--- src/rtl/div_pkg.sv ---
// Shared types and sizing helpers for the sequential restoring divider.
package div_pkg;

    typedef enum logic [1:0] {
        IDLE,
        RUN,
        FINISH
    } div_state_t;

    // Iteration counter width: must hold 0 .. width-1 with headroom.
    function automatic int cnt_width(input int width);
        return $clog2(width) + 1;
    endfunction

endpackage

--- src/rtl/cla_subtractor.sv ---
// Combinational a - b as a + ~b + 1 using a rippled generate/propagate carry chain.
module cla_subtractor #(
    parameter int WIDTH = 9
) (
    input  logic [WIDTH-1:0] a,
    input  logic [WIDTH-1:0] b,
    output logic [WIDTH-1:0] diff,
    output logic             borrow
);

    logic [WIDTH-1:0] b_inv;
    logic [WIDTH-1:0] gen;
    logic [WIDTH-1:0] prop;
    logic [WIDTH:0]   carry;

    always_comb begin
        b_inv    = ~b;
        gen      = a & b_inv;
        prop     = a ^ b_inv;
        carry    = '0;
        carry[0] = 1'b1;
        for (int i = 0; i < WIDTH; i++) begin
            carry[i+1] = gen[i] | (prop[i] & carry[i]);
        end
        diff   = prop ^ carry[WIDTH-1:0];
        borrow = ~carry[WIDTH];
    end

endmodule

--- src/rtl/param_divider.sv ---
// Sequential unsigned restoring divider: one quotient bit per clock, start/done handshake,
// results held in output registers until the next operation completes.
module param_divider
    import div_pkg::*;
#(
    parameter int WIDTH = 8
) (
    input  logic             clk,
    input  logic             rst,
    input  logic             start,
    input  logic [WIDTH-1:0] dividend,
    input  logic [WIDTH-1:0] divisor,
    output logic             busy,
    output logic             done,
    output logic [WIDTH-1:0] quotient,
    output logic [WIDTH-1:0] remainder,
    output logic             div_by_zero
);

    localparam int CNT_W = cnt_width(WIDTH);
    localparam logic [CNT_W-1:0] LAST_CNT = CNT_W'(WIDTH - 1);

    div_state_t       state_q, state_d;
    logic [WIDTH-1:0] rem_q, rem_d;
    logic [WIDTH-1:0] quo_q, quo_d;
    logic [WIDTH-1:0] dvs_q, dvs_d;
    logic [CNT_W-1:0] cnt_q, cnt_d;
    logic [WIDTH-1:0] quotient_q, quotient_d;
    logic [WIDTH-1:0] remainder_q, remainder_d;
    logic             dbz_q, dbz_d;

    logic [WIDTH:0]   shifted;
    logic [WIDTH:0]   trial;
    logic             borrow;
    logic             accept;
    logic             last_iter;
    logic [WIDTH-1:0] rem_step;
    logic [WIDTH-1:0] quo_step;

    // The working quotient register starts as the dividend, so shifting {rem, quo}
    // feeds dividend bits into rem MSB first while quotient bits fill quo from the LSB.
    assign shifted = {rem_q, quo_q[WIDTH-1]};

    cla_subtractor #(.WIDTH(WIDTH + 1)) u_trial_sub (
        .a      (shifted),
        .b      ({1'b0, dvs_q}),
        .diff   (trial),
        .borrow (borrow)
    );

    assign accept    = (state_q == IDLE) && start;
    assign last_iter = (cnt_q == LAST_CNT);
    assign rem_step  = borrow ? shifted[WIDTH-1:0] : trial[WIDTH-1:0];
    assign quo_step  = {quo_q[WIDTH-2:0], ~borrow};

    always_ff @(posedge clk) begin
        if (rst) begin
            state_q <= IDLE;
        end else begin
            state_q <= state_d;
        end
    end

    always_comb begin
        state_d = state_q;
        case (state_q)
            IDLE:    if (start) state_d = (divisor == '0) ? FINISH : RUN;
            RUN:     if (last_iter) state_d = FINISH;
            FINISH:  state_d = IDLE;
            default: state_d = IDLE;
        endcase
    end

    always_comb begin
        busy = (state_q != IDLE);
        done = (state_q == FINISH);
    end

    always_comb begin
        rem_d       = rem_q;
        quo_d       = quo_q;
        dvs_d       = dvs_q;
        cnt_d       = cnt_q;
        quotient_d  = quotient_q;
        remainder_d = remainder_q;
        dbz_d       = dbz_q;
        if (accept) begin
            rem_d = '0;
            quo_d = dividend;
            dvs_d = divisor;
            cnt_d = '0;
            dbz_d = 1'b0;
            if (divisor == '0) begin
                quotient_d  = '1;
                remainder_d = dividend;
                dbz_d       = 1'b1;
            end
        end else if (state_q == RUN) begin
            rem_d = rem_step;
            quo_d = quo_step;
            cnt_d = cnt_q + CNT_W'(1);
            // Publish on the final iteration so results are valid while done is high.
            if (last_iter) begin
                quotient_d  = quo_step;
                remainder_d = rem_step;
            end
        end
    end

    always_ff @(posedge clk) begin
        if (rst) begin
            rem_q       <= '0;
            quo_q       <= '0;
            dvs_q       <= '0;
            cnt_q       <= '0;
            quotient_q  <= '0;
            remainder_q <= '0;
            dbz_q       <= 1'b0;
        end else begin
            rem_q       <= rem_d;
            quo_q       <= quo_d;
            dvs_q       <= dvs_d;
            cnt_q       <= cnt_d;
            quotient_q  <= quotient_d;
            remainder_q <= remainder_d;
            dbz_q       <= dbz_d;
        end
    end

    assign quotient    = quotient_q;
    assign remainder   = remainder_q;
    assign div_by_zero = dbz_q;

endmodule

--- config.mk ---
export PLATFORM = sky130hd
export DESIGN_NAME = param_divider
export DESIGN_NICKNAME = d
export VERILOG_FILES = /design/src/rtl/div_pkg.sv /design/src/rtl/cla_subtractor.sv /design/src/rtl/param_divider.sv
export SDC_FILE = /design/constraint.sdc
export NUM_CORES = 1
export LEC_CHECK = 0
export ABC_CLOCK_PERIOD_IN_PS = 7660
export CORE_ASPECT_RATIO = 0.6
export CORE_MARGIN = 4
export CORE_UTILIZATION = 56
export CTS_CLUSTER_SIZE = 24
export DETAILED_ROUTE_END_ITERATION = 8
export GPL_TIMING_DRIVEN = 0
export PLACE_DENSITY = 0.95
export SLEW_MARGIN = 25
export SYNTH_ARGS = -nofsm -noshare
export SYNTH_HDL_FRONTEND = slang
export SYNTH_SLANG_ARGS = --single-unit
--- constraint.sdc ---
create_clock -name clk -period 7.66 [get_ports clk]
set_input_delay 1.149 -clock clk [delete_from_list [all_inputs] [get_ports clk]]
set_output_delay 1.149 -clock clk [all_outputs]
set_load 0.01 [all_outputs]
==> results of run 1 <==
==> power by group through the flow <==
stage          registers (W)  clock network [W]   logic, W
2_1_floorplan       0.000265                  0  0.0000783
6_report            0.000262           0.000184   0.000121
4_1_cts             0.000261           0.000184   0.000117
3_3_place_gp        0.000266                  0   0.000111
5_1_grt             0.000263           0.000193   0.000132
3_5_place_dp        0.000267                  0   0.000115
==> worst max-delay path, delay by kind of cell (launching register included) <==
family                     cells  cell delay (ps)
buffers and inverters          4              840
and+or+nand+nor                1              170
muxes                          2              520
adders and majority gates      8             2710
AOI/OAI and AO/OA              1              240
DFF                            1              360
==> through the flow <==
step                total power [W]  utilization, %  instance area (sq um)  std cells
floorplan                 0.0003433               -                   2163        254
global placement          0.0003775           69.78                   2582        337
detailed placement        0.0003825           69.78                   2582        337
CTS                       0.0005621           72.82                   2695        345
global route              0.0005878           72.82                   2695        345
finish                    0.0005664           72.82                   2695        345
==> kinds of logic (layout without fill, tap and decap cells) <==
group / count (synthesis) / count (layout) / synth area share [%]
buf+inv: 31 / 75 / 6.246
fa+ha+maj: 9 / 9 / 7.634
simple gates: 95 / 95 / 19.38
flops: 47 / 47 / 43.49
mux: 12 / 12 / 5.610
xor+xnor: 3 / 3 / 1.215
compound gates: 57 / 57 / 16.43
==> sequential cells by signal, indices dropped and copies added (netlist names) <==
name         flops
state_q          2
remainder        8
cnt_q            4
div_by_zero      1
dvs_q            8
rem_q            8
quo_q            8
quotient         8
==> synthesized netlist by cell type <==
library cell | count | share of area [%]
a221oi_2 | 1 | 0.69
mux2_2 | 1 | 0.52
nor3b_1 | 1 | 0.35
nor3_1 | 7 | 1.6
a221oi_1 | 6 | 2.4
a21oi_1 | 31 | 7.2
xnor2_1 | 1 | 0.40
or4_4 | 2 | 1.0
o21ai_0 | 1 | 0.23
nand2b_1 | 1 | 0.29
dfxtp_1 | 47 | 43
nor2b_1 | 2 | 0.58
nand3_1 | 1 | 0.23
fa_1 | 7 | 6.5
ha_1 | 2 | 1.2
nand2_2 | 1 | 0.29
or4_1 | 1 | 0.35
a31oi_1 | 8 | 2.3
xor2_1 | 2 | 0.81
buf_8 | 1 | 0.69
a22oi_1 | 8 | 2.8
o32a_1 | 1 | 0.46
mux2i_1 | 11 | 5.1
buf_6 | 1 | 0.52
inv_1 | 12 | 2.1
or2_2 | 4 | 1.2
nor2_1 | 28 | 4.9
nand2_1 | 44 | 7.6
a211oi_1 | 1 | 0.35
nand4_1 | 1 | 0.29
and2_1 | 1 | 0.29
buf_1 | 1 | 0.17
clkbuf_1 | 16 | 2.8
and3b_1 | 1 | 0.40
==> path summary, 6_finish.rpt <==
path	slack, ps	from	endpoint
worst max-delay path	2680	quo_q[7]	remainder[7]
worst min-delay path	470	div_by_zero	div_by_zero
worst max register to register	2680	quo_q[7]	remainder[7]
worst min register to register	470	div_by_zero	div_by_zero
==> final cells by class <==
class	count	share of cell area, %
repair buffers	36	13.37
multi-input cells	176	40.34
plain buffers	19	3.343
clock buffers	5	2.553
well taps	47	2.182
clock inverters	3	1.625
inverters	12	1.671
flip-flops and latches	47	34.91
==> per-layer routing <==
metal  global-route usage (%)  vias to the layer above  wire [microns]
li1                         -                      945               -
met1                    33.06                      940            2444
met2                    34.40                      118            2334
met3                    6.065                       19             618
met4                    6.250                        0             101
met5                        0                        -               0
==> run summary, run 1 <==
# Post-CTS Setup Buffers: 0
Die height: 56.15 microns
Die area: 0.004954 sq mm
H-tree levels: 2
DRC viols: 0
Grt total ovfl: 0
Largest net degree at the start of global routing: 16
Worst-margin pin slew: 540.1 ps
Most frequent cells in the layout: 47 x dfxtp_1, 44 x nand2_1, 36 x clkdlybuf4s50_1, 31 x a21oi_1, 28 x nor2_1
Worst path most repeated cell: fa_1
Core ar.: 0.003701 sq mm
Hold buffers post-CTS: 0
Combinational power share: 21.4%
Worst Skew: 14.28 ps
Area grow syn2layout: 24.58%
Crit Path Class: reg -> reg
Crit-path slowest cell: fa_1
Tmin final: 4978 ps
DP Wirelength: 4156 microns
Vias: 2022
Register area: 940.9 sq um
Clk pwr share: 32.4%
Commonest non-fill, non-tap cell in the layout: dfxtp_1
Internal: 0.0003986 W
Starting Density: 58.45%
I/O Pins: 38
# fillers: 309
Cell count after synthesis: 254
DRT Pass-1 Iters: 5
Vias in the first global route: 1877
Max IR drop VDD: 0.1676 mV
Max_cap viols: 0
Fmax: 200.9 MHz
CTS root buffer: clkbuf_8
Tcrit/Tclk final: 64.98%
Flop pwr share: 46.2%
Outcome: complete, no violations
CTS tree: done
P per Cell Area: 210.2 mW/mm^2
First-pass GRT wire length: 8838 microns
Post-place setup slack: 2814 ps
Count of cell types in the netlist: 34
Unrepaired setup endpoints after global routing: no
Crit path cell chain: inv_1 > ha_1 > fa_1 > fa_1 > fa_1 > fa_1 > fa_1 > fa_1 > inv_1 > fa_1 > clkbuf_1 > or2_2 > clkbuf_1 > mux2_2 > o21ai_0 > mux2i_1
Slew margin rel.: 63.86%
Final setup margin: 2682 ps
Final Hold Fails: 0
Mapped Area: 0.002163 sq mm
Leakage power: 0.9819 nW
Layout cell share with drive strength beyond 1: 6.376%
CTS buffer count: 5
Net Sw Frac: 29.63%
CP peak stage delay: 410 ps
Setup TNS: 0 ps
Initial DRC count: 203
Reg2reg path depth: 16
Req. time, crit path: 7850 ps
Clk buf depth: 2
Seq/Total Area, Yosys: 43.49%
Diodes inserted: 0
CTS clk-pin slew, worst paths: 90 ps
Total Wirelength: 5498 microns
Worst skew pair latency: 310 ps
Tot GR Track Use: 23.14%
Psw: 0.0001678 W
Avg Synthesized Cell Area: 8.517 sq um
Synth warn: 0
Post-CTS sizing: 0
Post-DR vias/cell: 5.861
Die width: 88.24 microns
CP Capture Type: flop
Area occupied by multi-input gates: 0.001087 sq mm
Total Nets Final: 325
Post-Syn Nets: 282
HP Class: reg -> reg
Hold Path Depth: 2
CTS Sinks: 47
Detail Route Antenna Nets: 0
Crit-path max FO: 10
Initial antenna violation count: 0
PortBufs: 36
Worst Setup Start Kind: flop
CP Data Arrival Time: 5160 ps
Fin. max-slew vios: 0
Routed WL per cell: 15.94 microns
Register bit count reported by yosys: 47
Final GP Congestion: 0.9032
Fin Hold WS: 467.3 ps
Setup-failing EPs final: 0
Standard-cell rows: 17
Power figures use the tool's default switching activity.
==> inputs of run 2 (changes only) <==
Settings changed: ABC_CLOCK_PERIOD_IN_PS 7660 to 4290, CORE_UTILIZATION 56 to 47, PLACE_DENSITY 0.95 to 0.86.
Clock period 7.66 ns to 4.29 ns, I/O delays scaled along.
==> run summary, run 2 (synthesis gave the netlist of run 1 again) <==
Gr busiest metal: met2
Core ar.: 0.004279 sq mm (+16%)
Crit Path Class: reg -> reg
CP Data Arrival Time: 4310 ps (-850 ps)
Unrepaired setup endpoints after global routing: no
PortBufs: 36 (unchanged)
Crit-path slowest cell: fa_1
# fillers: 383 (+24%)
Vias: 1971 (-2.5%)
Met1 Use GR: 30.02% (-3.0 points)
Crit path max-delay family: adder cells
CP peak stage delay: 400 ps (about the same)
Final Hold Fails: 0 (unchanged)
Area grow syn2layout: 26.03%
Total Wirelength: 5554 microns (+1.0%)
Leakage power: 0.9822 nW (about the same)
P per Cell Area: 357.9 mW/mm^2 (+70%)
Tot GR Track Use: 21.05% (-2.1 points)
Crit-path max FO: 5 (-5)
Worst skew pair latency: 300 ps (about the same)
CTS clk-pin slew, worst paths: 80 ps (about the same)
R2R Path Start: quo_q[7]
Fin. max-slew vios: 0 (unchanged)
Grt met2 use: 30.83% (-3.6 points)
Fmax: 243.5 MHz (+21%)
Worst Setup Start Kind: flop
Post-Place Cell Area: 0.002600 sq mm (+0.68%)
Total Nets Final: 326 (+0.31%)
Fin Hold WS: 472.2 ps (+4.889 ps)
Worst-margin pin slew: 560.1 ps (+19.93 ps)
Initial antenna violation count: 0 (unchanged)
Die area: 0.005788 sq mm (+17%)
WP buf/inv: 3 (-1)
Die height: 60.55 microns (+7.8%)
Hold buffers post-CTS: 0 (unchanged)
Max IR drop VDD: 0.2226 mV (+33%)
CTS Sinks: 47 (unchanged)
Tmin final: 4107 ps (-870.8 ps)
Standard-cell rows: 18 (+1)
Die width: 95.59 microns (+8.3%)
Setup-failing EPs final: 0 (unchanged)
Grt total ovfl: 0 (unchanged)
Crit path cell chain: inv_1 > ha_1 > fa_1 > fa_2 > fa_1 > fa_1 > fa_2 > fa_1 > inv_1 > fa_2 > buf_4 > nor3_1 > a21oi_1 > mux2i_1 > a221oi_1
Detail Route Antenna Nets: 0 (unchanged)
Post-DR vias/cell: 5.506 (-6.1%)
CTS root buffer: clkbuf_8
Hold_sp: div_by_zero
CTS tree: done
DRC viols: 0 (unchanged)
Initial DRC count: 147 (-28%)
Max_cap viols: 0 (unchanged)
Routed WL per cell: 15.51 microns (-2.6%)
Vias in the first global route: 1899 (+1.2%)
CP Capture Type: flop
Most frequent cells in the layout: 46 x dfxtp_1, 44 x nand2_1, 36 x clkdlybuf4s50_1, 30 x a21oi_1, 28 x nor2_1
Final GP Congestion: 0.8619 (-4.6%)
Slew margin rel.: 62.53% (-1.3 points)
CTS buffer count: 5 (unchanged)
Clk buf depth: 2 (unchanged)
Outcome: complete, no violations
Final core utilization: 63.71% (-9.1 points)
Hold Path Depth: 2 (unchanged)
Commonest non-fill, non-tap cell in the layout: dfxtp_1
Worst path most repeated cell: fa_1
Starting Density: 50.56% (-7.9 points)
Crit path depth: 15 (-1)
H-tree levels: 2 (unchanged)
Design area: 0.002726 sq mm (+1.2%)
GR met3 Demand/Resource: 5.824% (-0.24 points)
I/O Pins: 38 (unchanged)
First-pass GRT wire length: 9156 microns (+3.6%)
Reg2reg path depth: 15 (-1)
DP Wirelength: 4342 microns (+4.5%)
Layout cell share with drive strength beyond 1: 9.396% (+3.0 points)
Req. time, crit path: 4500 ps (-3350 ps)
Tcrit/Tclk final: 95.73% (+31 points)
DRT Pass-1 Iters: 5 (unchanged)
HP Class: reg -> reg
Diodes inserted: 0 (unchanged)
Largest net degree at the start of global routing: 14 (-2)
Worst Skew: 3.925 ps (-10.36 ps)
Crit path from: quo_q[7]
run 2: cell count changes in the layout (fill, tap and decap cells not counted), moves of 2 or more:
cell      before  now
buf_4          0    3
fa_1           7    4
fa_2           0    3
clkbuf_1      16   14
run 2: stage by stage:
| stage | setup slack (ps) | total power, W | setup TNS (ps) | cells |
|---|---|---|---|---|
| after floorplan | 68.87 | 0.0006138 | 0 | 254 |
| after global routing | 19.19 | 0.001022 | 0 | 358 |
| after CTS | 23.17 | 0.0009586 | 0 | 357 |
| final | 183.3 | 0.0009757 | 0 | 358 |
| after global placement | -337.4 | 0.0006776 | -976.5 | 350 |
| after detailed placement | -409.1 | 0.0006869 | -1476 | 350 |
run 2: path summary, 6_finish.rpt:
path	to	slack, ps
worst min-delay path	div_by_zero	470
worst max-delay path	remainder[2]	180
worst max register to register	remainder[2]	180
worst min register to register	div_by_zero	470
run 2: power breakdown:
group | internal, W | total, W | leakage, nW | switching, W
clock network | 0.000127 | 0.000269 | 0.0470 | 0.000143
registers | 0.000454 | 0.000467 | 0.382 | 0.0000138
logic | 0.000102 | 0.000239 | 0.553 | 0.000137
run 2: area by class of cell:
cell class / instances / area [sq um] / share of cell area, %
buffer: 17 / 82.58 / 3.029
timing repair buffer: 39 / 382.9 / 14.04
inverter: 12 / 45.04 / 1.652
clock inverter: 1 / 5.005 / 0.1836
multi-input combinational: 176 / 1111 / 40.75
sequential: 47 / 942.2 / 34.56
clock buffer: 6 / 82.58 / 3.029
tap: 60 / 75.07 / 2.754
run 2: what timing repair did:
item	CTS	global route
resized for setup	3	6
pin swaps	1	3
endpoints found under the setup margin	16	9
buffers inserted	2	1
hold endpoints to repair	0	0
run 2: worst register-to-register path, cell delays in order, from the launching register on:
cell and delay [ps]:
dfxtp_2 350, inv_1 40, ha_1 200, fa_1 380, fa_2 350, fa_1 390
fa_1 400, fa_2 350, fa_1 360, inv_1 80, fa_2 260, buf_4 150
nor3_1 40, a21oi_1 220, mux2i_1 140, a221oi_1 300
run 2: metal layers:
metal	up-vias	wire, microns
li1	946	-
met1	913	2641
met2	107	2260
met3	5	599
met4	0	52
met5	-	0
